**src/rtl/alu_share_arb.sv**
```systemverilog
`default_nettype none
// ============================================================================
// Module      : alu_share_arb
// Description : Shares one 8-bit ALU between NREQ requesters. Each requester
//               uses a valid/ready request handshake and gets a one-cycle
//               response strobe. Arbitration is round-robin. MUL/DIV get
//               EXT_LAT extra execute cycles. Divide-by-zero returns a
//               defined result.
// Config      : define ALU_ARB_FIXED_PRIO_EN for fixed priority, where the
//               lowest requester index always wins and the pointer stays 0.
// Revision    : 1.0 - initial release
// ============================================================================
module alu_share_arb #(
  parameter int NREQ    = 4,
  parameter int EXT_LAT = 2
) (
  input  logic              clk,
  input  logic              reset_n,
  input  logic [NREQ-1:0]   req_valid,
  input  logic [4*NREQ-1:0] req_op,
  input  logic [8*NREQ-1:0] req_a,
  input  logic [8*NREQ-1:0] req_b,
  output logic [NREQ-1:0]   req_ready,
  output logic [NREQ-1:0]   rsp_valid,
  output logic [7:0]        rsp_data,
  output logic              rsp_cout,
  output logic              rsp_of,
  output logic [7:0]        alu_a,
  output logic [7:0]        alu_b,
  output logic [3:0]        alu_op,
  input  logic [7:0]        alu_out,
  input  logic              alu_cout,
  input  logic              alu_of,
  output logic              busy
);

  localparam int PW = (NREQ > 1) ? $clog2(NREQ) : 1;
  localparam int CW = (EXT_LAT > 0) ? $clog2(EXT_LAT + 1) : 1;

  typedef enum logic [1:0] {
    S_IDLE = 2'd0,
    S_EXEC = 2'd1,
    S_RESP = 2'd2
  } state_t;

  state_t          state_q, state_d;
  logic [PW-1:0]   ptr_q, ptr_d;
  logic [PW-1:0]   owner_q, owner_d;
  logic [3:0]      op_q, op_d;
  logic [7:0]      a_q, a_d;
  logic [7:0]      b_q, b_d;
  logic [CW-1:0]   cnt_q, cnt_d;
  logic [7:0]      res_q, res_d;
  logic            cout_q, cout_d;
  logic            of_q, of_d;

  logic [PW-1:0]   win_idx;
  logic            win_found;
  logic [3:0]      win_op;

  // Search requesters starting at the pointer; the descending loop lets the
  // nearest valid requester (smallest offset) overwrite farther ones.
  always_comb begin
    win_idx   = '0;
    win_found = 1'b0;
    for (int k = NREQ - 1; k >= 0; k--) begin
      logic [PW:0] cand;
      cand = {1'b0, ptr_q} + (PW+1)'(k);
      if (cand >= (PW+1)'(NREQ)) begin
        cand = cand - (PW+1)'(NREQ);
      end
      if (req_valid[cand[PW-1:0]]) begin
        win_idx   = cand[PW-1:0];
        win_found = 1'b1;
      end
    end
  end

  assign win_op = req_op[4*int'(win_idx) +: 4];

  // Next-state logic: grant and latch in IDLE, count/capture in EXEC,
  // advance the pointer past the owner in RESP.
  always_comb begin
    state_d   = state_q;
    ptr_d     = ptr_q;
    owner_d   = owner_q;
    op_d      = op_q;
    a_d       = a_q;
    b_d       = b_q;
    cnt_d     = cnt_q;
    res_d     = res_q;
    cout_d    = cout_q;
    of_d      = of_q;
    req_ready = '0;
    case (state_q)
      S_IDLE: begin
        if (win_found) begin
          req_ready[win_idx] = 1'b1;
          owner_d = win_idx;
          op_d    = win_op;
          a_d     = req_a[8*int'(win_idx) +: 8];
          b_d     = req_b[8*int'(win_idx) +: 8];
          cnt_d   = ((win_op == 4'd5) || (win_op == 4'd6)) ? CW'(EXT_LAT) : '0;
          state_d = S_EXEC;
        end
      end
      S_EXEC: begin
        if (cnt_q != '0) begin
          cnt_d = cnt_q - 1'b1;
        end else begin
          if ((op_q == 4'd6) && (b_q == 8'h00)) begin
            res_d  = 8'hFF;
            cout_d = 1'b0;
            of_d   = 1'b1;
          end else begin
            res_d  = alu_out;
            cout_d = alu_cout;
            of_d   = alu_of;
          end
          state_d = S_RESP;
        end
      end
      S_RESP: begin
`ifdef ALU_ARB_FIXED_PRIO_EN
        ptr_d = '0;
`else
        ptr_d = (owner_q == PW'(NREQ - 1)) ? '0 : owner_q + 1'b1;
`endif
        state_d = S_IDLE;
      end
      default: begin
        state_d = S_IDLE;
      end
    endcase
  end

  // State, operand and result registers; reset discards any in-flight op.
  always_ff @(posedge clk or negedge reset_n) begin
    if (!reset_n) begin
      state_q <= S_IDLE;
      ptr_q   <= '0;
      owner_q <= '0;
      op_q    <= '0;
      a_q     <= '0;
      b_q     <= '0;
      cnt_q   <= '0;
      res_q   <= '0;
      cout_q  <= 1'b0;
      of_q    <= 1'b0;
    end else begin
      state_q <= state_d;
      ptr_q   <= ptr_d;
      owner_q <= owner_d;
      op_q    <= op_d;
      a_q     <= a_d;
      b_q     <= b_d;
      cnt_q   <= cnt_d;
      res_q   <= res_d;
      cout_q  <= cout_d;
      of_q    <= of_d;
    end
  end

  // One-cycle response strobe to the owner while in RESP.
  always_comb begin
    rsp_valid = '0;
    if (state_q == S_RESP) begin
      rsp_valid[owner_q] = 1'b1;
    end
  end

  assign rsp_data = res_q;
  assign rsp_cout = cout_q;
  assign rsp_of   = of_q;
  assign alu_a    = a_q;
  assign alu_b    = b_q;
  assign alu_op   = op_q;
  assign busy     = (state_q != S_IDLE);

endmodule
`default_nettype wire

```
**config.mk**
```make
export PLATFORM = sky130hd
export DESIGN_NAME = alu_share_arb
export DESIGN_NICKNAME = d
export VERILOG_FILES = /design/src/rtl/alu_share_arb.sv
export SDC_FILE = /design/constraint.sdc
export NUM_CORES = 1
export LEC_CHECK = 0
export CORE_MARGIN = 4
export CORE_UTILIZATION = 38
export DETAILED_ROUTE_END_ITERATION = 10
export GPL_TIMING_DRIVEN = 0
export PLACE_DENSITY = 0.81
export SETUP_SLACK_MARGIN = 0.5
export SLEW_MARGIN = 20
export SYNTH_ARGS = -nofsm -noshare
export SYNTH_HDL_FRONTEND = slang
export SYNTH_SLANG_ARGS = --single-unit
```
**constraint.sdc**
```tcl
create_clock -name clk -period 2.7 [get_ports clk]
set_input_delay 0.27 -clock clk [delete_from_list [all_inputs] [get_ports clk]]
set_output_delay 0.27 -clock clk [all_outputs]
set_load 0.02 [all_outputs]
```
==> impl_metrics.tcl, run 1 <==
set metrics [dict create \
    max_clock_freq_ghz 0.471 \
    synth-seq-area-share 0.418 \
    worstReg2RegEnd "cnt_q[1]" \
    antenna-diode-count 0 \
    synth.ff_latch_count 38 \
    layoutNonFillerInstCount 516 \
    ff2ff_setup_slack_ns 0.63 \
    grt_overflow 0 \
    groute.usage.overall 0.201 \
    timing.hold.worst.class "in -> async" \
    clock_sink_count 38 \
    fin_crit_sh 0.786 \
    dominantRegCellSynth "sky130_fd_sc_hd__dfrtp_1" \
    clock_slew_at_reported_path_ffs_ns 0.07 \
    outcome "finished clean" \
    detail_route.first_pass.iterations 4 \
    family_of_cells_with_the_greatest_summed_delay_on_the_critical_path "buffers and inverters" \
    post_drt_wl_per_cell_um 14.5 \
    synth_top_cells_by_area "sky130_fd_sc_hd__dfrtp_1, sky130_fd_sc_hd__nand2_1, sky130_fd_sc_hd__o21ai_0" \
    reg2regPathDepth 8 \
    timing.critical_path.fanout_max 10 \
    path_buf_inv 3 \
    timing_worst_slew_pin_value_ns 0.739 \
    relSlewSlack 0.504 \
    power_per_cell_area_mw_per_mm2 1020 \
    first_iter_violations 115 \
    worst_setup_path_end_kind "output port" \
    synth_top_cells_by_count "sky130_fd_sc_hd__nand2_1, sky130_fd_sc_hd__dfrtp_1, sky130_fd_sc_hd__o21ai_0" \
    final_net_count 544 \
    synth_fp_nets 395 \
    cp.arrival_ns 1.85 \
    synth_area_mm2 0.00227 \
    finalCoreUtilization 0.705 \
    reg_to_reg_start "ptr_q[1]" \
    cts-root-to-sink-buffers 2 \
    n_fill_cell 467 \
    core.rowCount 27 \
    numPortBuffers 134 \
    finalSetupTns_ns 0 \
    tritoncts "done" \
    floorplan.die_area_mm2 0.00729 \
    via_count_of_the_first_global_routing_pass 2553 \
    worst_ep_required_time_ns 2.43 \
    ctsHtreeMaxLevel 2 \
    root_buffer "sky130_fd_sc_hd__clkbuf_8" \
    vias_per_cell 4.95 \
    worst_hold_slack_ns 0.378 \
    period_minus_slack_ns 2.12 \
    drv_slew 0 \
    path_depth 7 \
    total_core_area_mm2 0.00564 \
    syn2layout_area_growth_pct 75.0 \
    rsz_0062_raised_after_global_routing "true" \
    synth_edf_count 0 \
    drt_wl_total_mm 7.46 \
    power_leakage_nw 1.78 \
    syn_avg_cell_area_um2 7.74 \
    max-vdd-ir-drop_v 0.000570 \
    initial_utilization 0.403 \
    critical_path.max_stage_delay_ns 0.45 \
    synth-warning-count 0 \
    drtAntennaViolNets 0 \
    critical_path.slowest_cell "sky130_fd_sc_hd__dfrtp_2" \
    grt_antenna_before_repair 0 \
    synth_top_cell_by_area "sky130_fd_sc_hd__dfrtp_1" \
    clkLatencyLatePin_ns 0.29 \
    rd_place_congestion 0.838 \
    syn_inst 294 \
    dp_hpwl_mm 6.04 \
    postSynth.asyncResetShare 1.00 \
    synth_cell_type_count 33 \
    placed_cells 501 \
    launching_element_type_of_the_critical_path "register" \
    cts_buffers 5 \
    report.power.total_mw 4.07 \
    grt_start_max_net_pins 31 \
    via_count 2552 \
    synth.most_common_cell "sky130_fd_sc_hd__nand2_1" \
    fin_worst_skew_ns 0.00624 \
    grt_pass1_wl_mm 11.9 \
    yosysTopAreaCellShare 0.418 \
    chipHeight_um 85.4 \
    critical_path.cell_chain "nand2b_1, a21oi_2, nor3_4, buf_6, buf_8, nor3_1, buf_2" \
    setup_violations 0 \
    maxCapViolations 0 \
    crit_type "reg -> out" \
    finalHoldViolations 0 \
    top_level_ports 135 \
    drive_gt1_frac 0.115 \
    chipWidth_um 85.4 \
    post-route-drc-count 0 \
]
==> layer usage <==
metal  vias up  wire length (um)  GRT usage
li1       1282                 -          -
met1      1156              2920      0.229
met2       112              3770      0.367
met3         2               737     0.0718
met4         0                27     0.0317
met5         -                 0          0
==> area by class of cell <==
| type | instances | area (um^2) | share of cell area |
|---|---|---|---|
| flip-flops and latches | 38 | 952 | 0.239 |
| repair buffers | 142 | 1390 | 0.350 |
| plain buffers | 18 | 135 | 0.0340 |
| clock buffers | 8 | 110 | 0.0277 |
| inverters | 8 | 30.0 | 0.00754 |
| multi-input cells | 230 | 1270 | 0.319 |
| well taps | 72 | 90.1 | 0.0226 |
==> cells by family after synthesis <==
group,count (synthesis),share of synthesized area
xor+xnor,1,0.00385
mux,11,0.0506
compound gates,58,0.154
flops,38,0.418
buf+inv,26,0.0495
simple gates,155,0.296
fa+ha+maj,5,0.0275
==> cells in the final DEF (no fill, tap or decap), types with 2 or more instances in the layout <==
cell / synthesis / final
sky130_fd_sc_hd__clkdlybuf4s50_1: 0 / 125
sky130_fd_sc_hd__o22a_1: 10 / 10
sky130_fd_sc_hd__and2_1: 4 / 4
sky130_fd_sc_hd__mux2i_1: 7 / 6
sky130_fd_sc_hd__nand3_1: 20 / 20
sky130_fd_sc_hd__mux2_2: 4 / 3
sky130_fd_sc_hd__dfrtp_1: 38 / 37
sky130_fd_sc_hd__o21ai_1: 1 / 2
sky130_fd_sc_hd__clkbuf_1: 11 / 6
sky130_fd_sc_hd__buf_6: 1 / 2
sky130_fd_sc_hd__dlygate4sd2_1: 0 / 4
sky130_fd_sc_hd__nor2_1: 6 / 4
sky130_fd_sc_hd__buf_4: 0 / 9
sky130_fd_sc_hd__clkbuf_8: 0 / 10
sky130_fd_sc_hd__a21oi_1: 3 / 2
sky130_fd_sc_hd__nor2_2: 0 / 2
sky130_fd_sc_hd__ha_1: 5 / 5
sky130_fd_sc_hd__inv_1: 8 / 8
sky130_fd_sc_hd__nand2_1: 112 / 112
sky130_fd_sc_hd__o21ai_0: 38 / 37
sky130_fd_sc_hd__buf_8: 0 / 2
sky130_fd_sc_hd__buf_2: 6 / 5
sky130_fd_sc_hd__clkbuf_2: 0 / 2
sky130_fd_sc_hd__o22ai_1: 2 / 2
==> metrics by stage <==
stage | worst slack [ns] | area [um^2]
2_1_floorplan | 0.704 | 2270
3_3_place_gp | -0.625 | 3710
4_1_cts | 0.448 | 3900
6_report | 0.579 | 3980
3_5_place_dp | -0.655 | 3720
5_1_grt | 0.459 | 3980
==> state kept, by name, summed over array words and instances, names as in the netlist <==
| signal | cells |
|---|---|
| alu_b | 8 |
| rsp_of | 1 |
| alu_a | 8 |
| cnt_q | 2 |
| rsp_cout | 1 |
| alu_op | 4 |
| rsp_data | 8 |
| ptr_q | 2 |
| state_q | 2 |
| owner_q | 2 |
==> worst max path at each step <==
| stage | from | endpoint | slack [ns] |
|---|---|---|---|
| global route | ptr_q[1] | req_ready[2] | 0.46 |
| CTS | ptr_q[1] | req_ready[2] | 0.45 |
| finish | ptr_q[1] | req_ready[2] | 0.58 |
| global placement | req_valid[0] | req_ready[2] | -0.63 |
| detailed placement | req_valid[1] | req_ready[2] | -0.65 |
| floorplan | ptr_q[1] | cnt_q[1] | 0.70 |
==> what timing repair did <==
item / in CTS / in global routing
gates resized for setup: 39 / 20
hold buffers: 1 / 0
setup buffers: 2 / 4
hold endpoints to repair: 8 / 0
pin swaps: 2 / 4
gates cloned: 0 / 0
endpoints found under the setup margin: 19 / 11
==> worst reg2reg max path: cells and delay by family (launching register included) <==
kind	cells	cell delay (ns)
AOI/OAI and AO/OA	1	0.11
xor gates and xnor gates	1	0.17
buffers and inverters	1	0.16
muxes	3	0.65
DFF	1	0.43
and+or+nand+nor	2	0.43
==> power by group <==
part           total [mW]  switching [mW]  internal (mW)
logic                2.56            1.34           1.22
clock network       0.446           0.188          0.258
registers            1.06           0.203          0.860
total                4.07            1.73           2.33
Note: power is estimated with default switching activity, not from simulation.
==> run 2, diff against run 1 <==
Settings changed: CORE_UTILIZATION 38 to 34, PLACE_DENSITY 0.81 to 0.77.
Clock period 2.7 ns to 1.75 ns, I/O delays scaled along.
==> run 2 against run 1 <==
Net effect:
- final area up 12%
- the run now ends with setup timing left
- first-iteration DRC count up 15%
- hold slack worse by 0.083 ns
==> impl_metrics.tcl, run 2 (synthesized netlist as in run 1, its figures left out) <==
set metrics [dict create \
    post-route-drc-count 0 \
    chipWidth_um 89.8 \
    cp.arrival_ns 2.22 \
    path_buf_inv 1 \
    fin_crit_sh 1.17 \
    critPathMostFrequentCell "sky130_fd_sc_hd__mux2i_1" \
    rd_place_congestion 0.833 \
    syn2layout_area_growth_pct 96.2 \
    relSlewSlack 0.687 \
    groute.usage.overall 0.206 \
    ctsHtreeMaxLevel 2 \
    period_minus_slack_ns 2.05 \
    critical_path.slowest_cell "sky130_fd_sc_hd__dfrtp_2" \
    critical_path.cell_chain "mux2i_1, nor2_2, or3_4, buf_8, mux2i_1, mux2_4, xnor2_2, o221ai_2" \
    crit_type "reg -> reg" \
    multi_input_comb_area_mm2 0.00149 \
    vias_per_cell 4.98 \
    grt_overflow 0 \
    setup_violations 23 \
    worst_slack_ns -0.298 \
    max_clock_freq_ghz 0.488 \
    timing.hold.worst.class "in -> async" \
    placed_cells 506 \
    fin_worst_skew_ns 0.00920 \
    grt_antenna_before_repair 0 \
    post_drt_wl_per_cell_um 16.0 \
    dp_hpwl_mm 6.41 \
    via_count_of_the_first_global_routing_pass 2791 \
    worst_ep_required_time_ns 1.92 \
    numPortBuffers 134 \
    max-vdd-ir-drop_v 0.000750 \
    worst_setup_path_end_kind "register" \
    failing_checks "setup timing" \
    placedInstanceArea_mm2 0.00387 \
    grt_start_max_net_pins 29 \
    drv_slew 0 \
    layoutNonFillerInstCount 543 \
    most-common-layout-cells "sky130_fd_sc_hd__nand2_1, sky130_fd_sc_hd__clkdlybuf4s50_1, sky130_fd_sc_hd__dfrtp_1, sky130_fd_sc_hd__dlygate4sd2_1, sky130_fd_sc_hd__o21ai_1" \
    clock_slew_at_reported_path_ffs_ns 0.07 \
    finalCoreUtilization 0.695 \
    report.power.total_mw 7.32 \
    power_leakage_nw 2.04 \
    finalSetupTns_ns -4.66 \
    tritoncts "done" \
    maxCapViolations 0 \
    top_level_ports 135 \
    family_of_cells_with_the_greatest_summed_delay_on_the_critical_path "multiplexers" \
    launching_element_type_of_the_critical_path "register" \
    cts_buffers 5 \
    detail_route.first_pass.iterations 4 \
    first_iter_violations 132 \
    n_fill_cell 542 \
    final_net_count 566 \
    drive_gt1_frac 0.277 \
    pre_cts_ws_ns -0.953 \
    grt_pass1_wl_mm 13.7 \
    timing.critical_path.fanout_max 6 \
    total_core_area_mm2 0.00642 \
    timing_worst_slew_pin_value_ns 0.469 \
    area.sequential_um2 956 \
    outcome "finished, violations left" \
    initial_utilization 0.354 \
    final_common_cell "sky130_fd_sc_hd__nand2_1" \
    worst_hold_slack_ns 0.295 \
    antenna-diode-count 0 \
    final_cell_area_mm2 0.00446 \
    finalHoldViolations 0 \
    root_buffer "sky130_fd_sc_hd__clkbuf_8" \
    floorplan.die_area_mm2 0.00806 \
    power_per_cell_area_mw_per_mm2 1640 \
    drtAntennaViolNets 0 \
    rsz_0062_raised_after_global_routing "true" \
    cts-root-to-sink-buffers 2 \
    drt_wl_total_mm 8.68 \
    clkLatencyLatePin_ns 0.29 \
    critical_path.max_stage_delay_ns 0.43 \
    via_count 2702 \
    chipHeight_um 89.8 \
    core.rowCount 29 \
    clock_sink_count 38 \
]
run 2: cell types whose count changed in the layout (fill, tap and decap cells not counted), sizes merged, moves of 2 or more:
| cell | before | now |
|---|---|---|
| buf | 19 | 46 |
| clkbuf | 19 | 21 |
| clkdlybuf4s15 | 0 | 5 |
| clkdlybuf4s50 | 125 | 90 |
| dlygate4sd2 | 4 | 25 |
run 2: path summary, 6_finish.rpt:
| kind | start | end | slack, ns | cells after the start |
|---|---|---|---|---|
| setup reg to reg | ptr_q[1] | cnt_q[1] | -0.30 | 8 |
| max in group asynchronous | reset_n | ptr_q[1] | 1.02 | 3 |
| hold / removal | reset_n | rsp_data[3] | 0.29 | 2 |
| setup / recovery | ptr_q[1] | cnt_q[1] | -0.30 | 8 |
| min in group clk | req_valid[3] | owner_q[1] | 0.43 | 3 |
| hold reg to reg | alu_a[6] | alu_a[6] | 0.50 | 2 |
run 2: per-layer routing:
| layer | global-route usage | vias to the layer above | share of wire |
|---|---|---|---|
| li1 | - | 1331 | - |
| met1 | 0.248 | 1258 | 0.40 |
| met2 | 0.372 | 100 | 0.52 |
| met3 | 0.0351 | 13 | 0.065 |
| met4 | 0.0715 | 0 | 0.021 |
| met5 | 0 | - | 0 |
run 2: power by group:
group          switching [mW]  internal, mW  leakage [nW]
Sequential              0.342          1.33         0.451
Clock                   0.315         0.465        0.0585
Combinational            2.54          2.32          1.53
Total                    3.20          4.12          2.04
run 2: area by class of cell:
cell class,count,area share
Sequential cell,38,0.214
Timing Repair Buffer,163,0.354
Multi-Input combinational cell,231,0.333
Tap cell,77,0.0216
Inverter,8,0.00673
Buffer,18,0.0443
Clock inverter,1,0.00673
Clock buffer,7,0.0193
run 2: repair_timing:
item | CTS | global route
gates cloned | 2 | 1
endpoints found under the hold margin | 10 | 0
pin swaps | 12 | 17
hold buffers | 1 | 0
buffers inserted | 17 | 8
endpoints found under the setup margin | 76 | 54
resized for setup | 142 | 77
==> run 3, diff against run 2 <==
Settings changed: SLEW_MARGIN 20 to 10.
==> run 3 against run 2 <==
Net effect:
- the run ends with hold timing, setup timing left
- combinational power rose by 14%
- register-to-register slack got worse by 0.07 ns
- sequential share of layout area shrank 1.6 points
- final cell count is 1.5% higher
- clock skew is essentially flat
- hold slack got worse by 0.31 ns
- via count grew 8.9%
- fmax down 3.1%
- global-route usage increased by 1.3 points
- clock-buffer cell count is 1 lower
- flip-flop and latch count unchanged
==> impl_metrics.tcl, run 3 (synthesized netlist as in run 1, its figures left out) <==
set metrics [dict create \
    crit_type "reg -> reg" \
    dp_hpwl_mm 6.27 \
    worst_ep_required_time_ns 1.92 \
    fin_worst_skew_ns 0.00883 \
    worst_hold_slack_ns -0.0169 \
    timing.critical_path.fanout_max 6 \
    rsz_0062_raised_after_global_routing "true" \
    syn2layout_area_growth_pct 112 \
    via_count_of_the_first_global_routing_pass 2907 \
    root_buffer "sky130_fd_sc_hd__clkbuf_8" \
    cp.arrival_ns 2.29 \
    via_count 2943 \
    drt_wl_total_mm 10.0 \
    maxCapViolations 0 \
    fin_crit_sh 1.21 \
    post-route-drc-count 0 \
    grt_overflow 0 \
    grt_start_max_net_pins 39 \
    numPortBuffers 134 \
    report.power.total_mw 8.16 \
    multi_input_comb_area_mm2 0.00173 \
    cts-root-to-sink-buffers 2 \
    setup_violations 24 \
    pre_cts_ws_ns -0.942 \
    worstReg2RegEnd "cnt_q[1]" \
    finalSetupTns_ns -5.12 \
    antenna-diode-count 0 \
    vias_per_cell 5.34 \
    placed_cells 505 \
    first_iter_violations 122 \
    ff2ff_setup_slack_ns -0.36 \
    post_drt_wl_per_cell_um 18.2 \
    n_fill_cell 438 \
    grt_antenna_before_repair 0 \
    total_core_area_mm2 0.00642 \
    ctsHtreeMaxLevel 2 \
    reg_to_reg_start "ptr_q[1]" \
    timing.hold.worst.class "in -> async" \
    layoutNonFillerInstCount 551 \
    outcome "finished, violations left" \
    drtAntennaViolNets 0 \
    final_common_cell "sky130_fd_sc_hd__clkdlybuf4s50_1" \
    chipHeight_um 89.8 \
    drive_gt1_frac 0.395 \
    max_clock_freq_ghz 0.473 \
    worst_setup_path_end_kind "register" \
    launching_element_type_of_the_critical_path "register" \
    power_per_cell_area_mw_per_mm2 1690 \
    timing.critical_path.to "cnt_q[1]" \
    rd_place_congestion 0.833 \
    floorplan.die_area_mm2 0.00806 \
    most-common-layout-cells "sky130_fd_sc_hd__clkdlybuf4s50_1, sky130_fd_sc_hd__nand2_1, sky130_fd_sc_hd__dfrtp_1, sky130_fd_sc_hd__buf_6, sky130_fd_sc_hd__nand2_2" \
    crit_start "ptr_q[1]" \
    max-vdd-ir-drop_v 0.000969 \
    clock_sink_count 38 \
    clkLatencyLatePin_ns 0.29 \
    drv_slew 0 \
    period_minus_slack_ns 2.11 \
    post_cts_hold_buffer_count 0 \
    initial_utilization 0.354 \
    reg2regPathDepth 8 \
    final_net_count 574 \
    groute.usage.overall 0.219 \
    power_leakage_nw 2.19 \
    detail_route.first_pass.iterations 4 \
    clock_slew_at_reported_path_ffs_ns 0.08 \
    grt_pass1_wl_mm 14.5 \
    timing_worst_slew_pin_value_ns 0.844 \
    chipWidth_um 89.8 \
    area.sequential_um2 957 \
    core.rowCount 29 \
    relSlewSlack 0.437 \
    cts_buffers 5 \
    top_level_ports 135 \
    tritoncts "done" \
    failing_checks "hold timing, setup timing" \
    finalHoldViolations 23 \
    worst_slack_ns -0.364 \
]
[run 3: stage by stage]
step	area (um^2)	util
after floorplan	2410	-
after global placement	3850	0.600
after detailed placement	3850	0.599
after CTS	4560	0.710
after global routing	4830	0.753
final	4830	0.753
[run 3: per-layer routing]
| metal | vias to the layer above | wire (um) | track usage | share of wire |
|---|---|---|---|---|
| met5 | - | 0 | 0 | 0 |
| met4 | 0 | 269 | 0.0677 | 0.027 |
| met3 | 27 | 701 | 0.0526 | 0.070 |
| met2 | 133 | 5270 | 0.392 | 0.52 |
| met1 | 1425 | 3800 | 0.259 | 0.38 |
| li1 | 1358 | - | - | - |
[run 3: area by class of cell]
class	instances	share of cell area
repair buffers	171	0.343
multi-input cells	231	0.358
well taps	77	0.0199
inverters	8	0.00725
clock inverters	2	0.0124
clock buffers	6	0.0171
flip-flops and latches	38	0.198
plain buffers	18	0.0437
[run 3: critical path, stage by stage (launching register included)]
cell and delay (ns):
sky130_fd_sc_hd__dfrtp_2 0.44, sky130_fd_sc_hd__mux2i_1 0.24, sky130_fd_sc_hd__nor2_2 0.08, sky130_fd_sc_hd__or3_4 0.37
sky130_fd_sc_hd__buf_6 0.15, sky130_fd_sc_hd__mux2i_1 0.12, sky130_fd_sc_hd__mux2_4 0.31, sky130_fd_sc_hd__xnor2_2 0.19
sky130_fd_sc_hd__o221ai_2 0.10
[run 3: how the worst min path moves through the flow]
stage                        to  depth (start not counted)
finish               owner_q[0]                          1
global route        rsp_data[3]                          1
CTS                 rsp_data[3]                          1
detailed placement  rsp_data[3]                          1
global placement       alu_a[3]                          2
floorplan              alu_a[0]                          0
[run 3: report_power, final]
| part | internal [mW] | switching (mW) | leakage (nW) | total, mW |
|---|---|---|---|---|
| Combinational | 2.64 | 2.90 | 1.66 | 5.54 |
| Sequential | 1.33 | 0.365 | 0.450 | 1.70 |
| Clock | 0.608 | 0.312 | 0.0714 | 0.921 |
| Total | 4.58 | 3.58 | 2.19 | 8.16 |
[run 3: repair_timing]
action | 4_1_cts | 5_1_grt
resized for setup | 227 | 74
endpoints found under the hold margin | 0 | 0
setup endpoints to repair | 76 | 53
setup buffers | 24 | 9
gates cloned | 5 | 0
pin swaps | 48 | 37
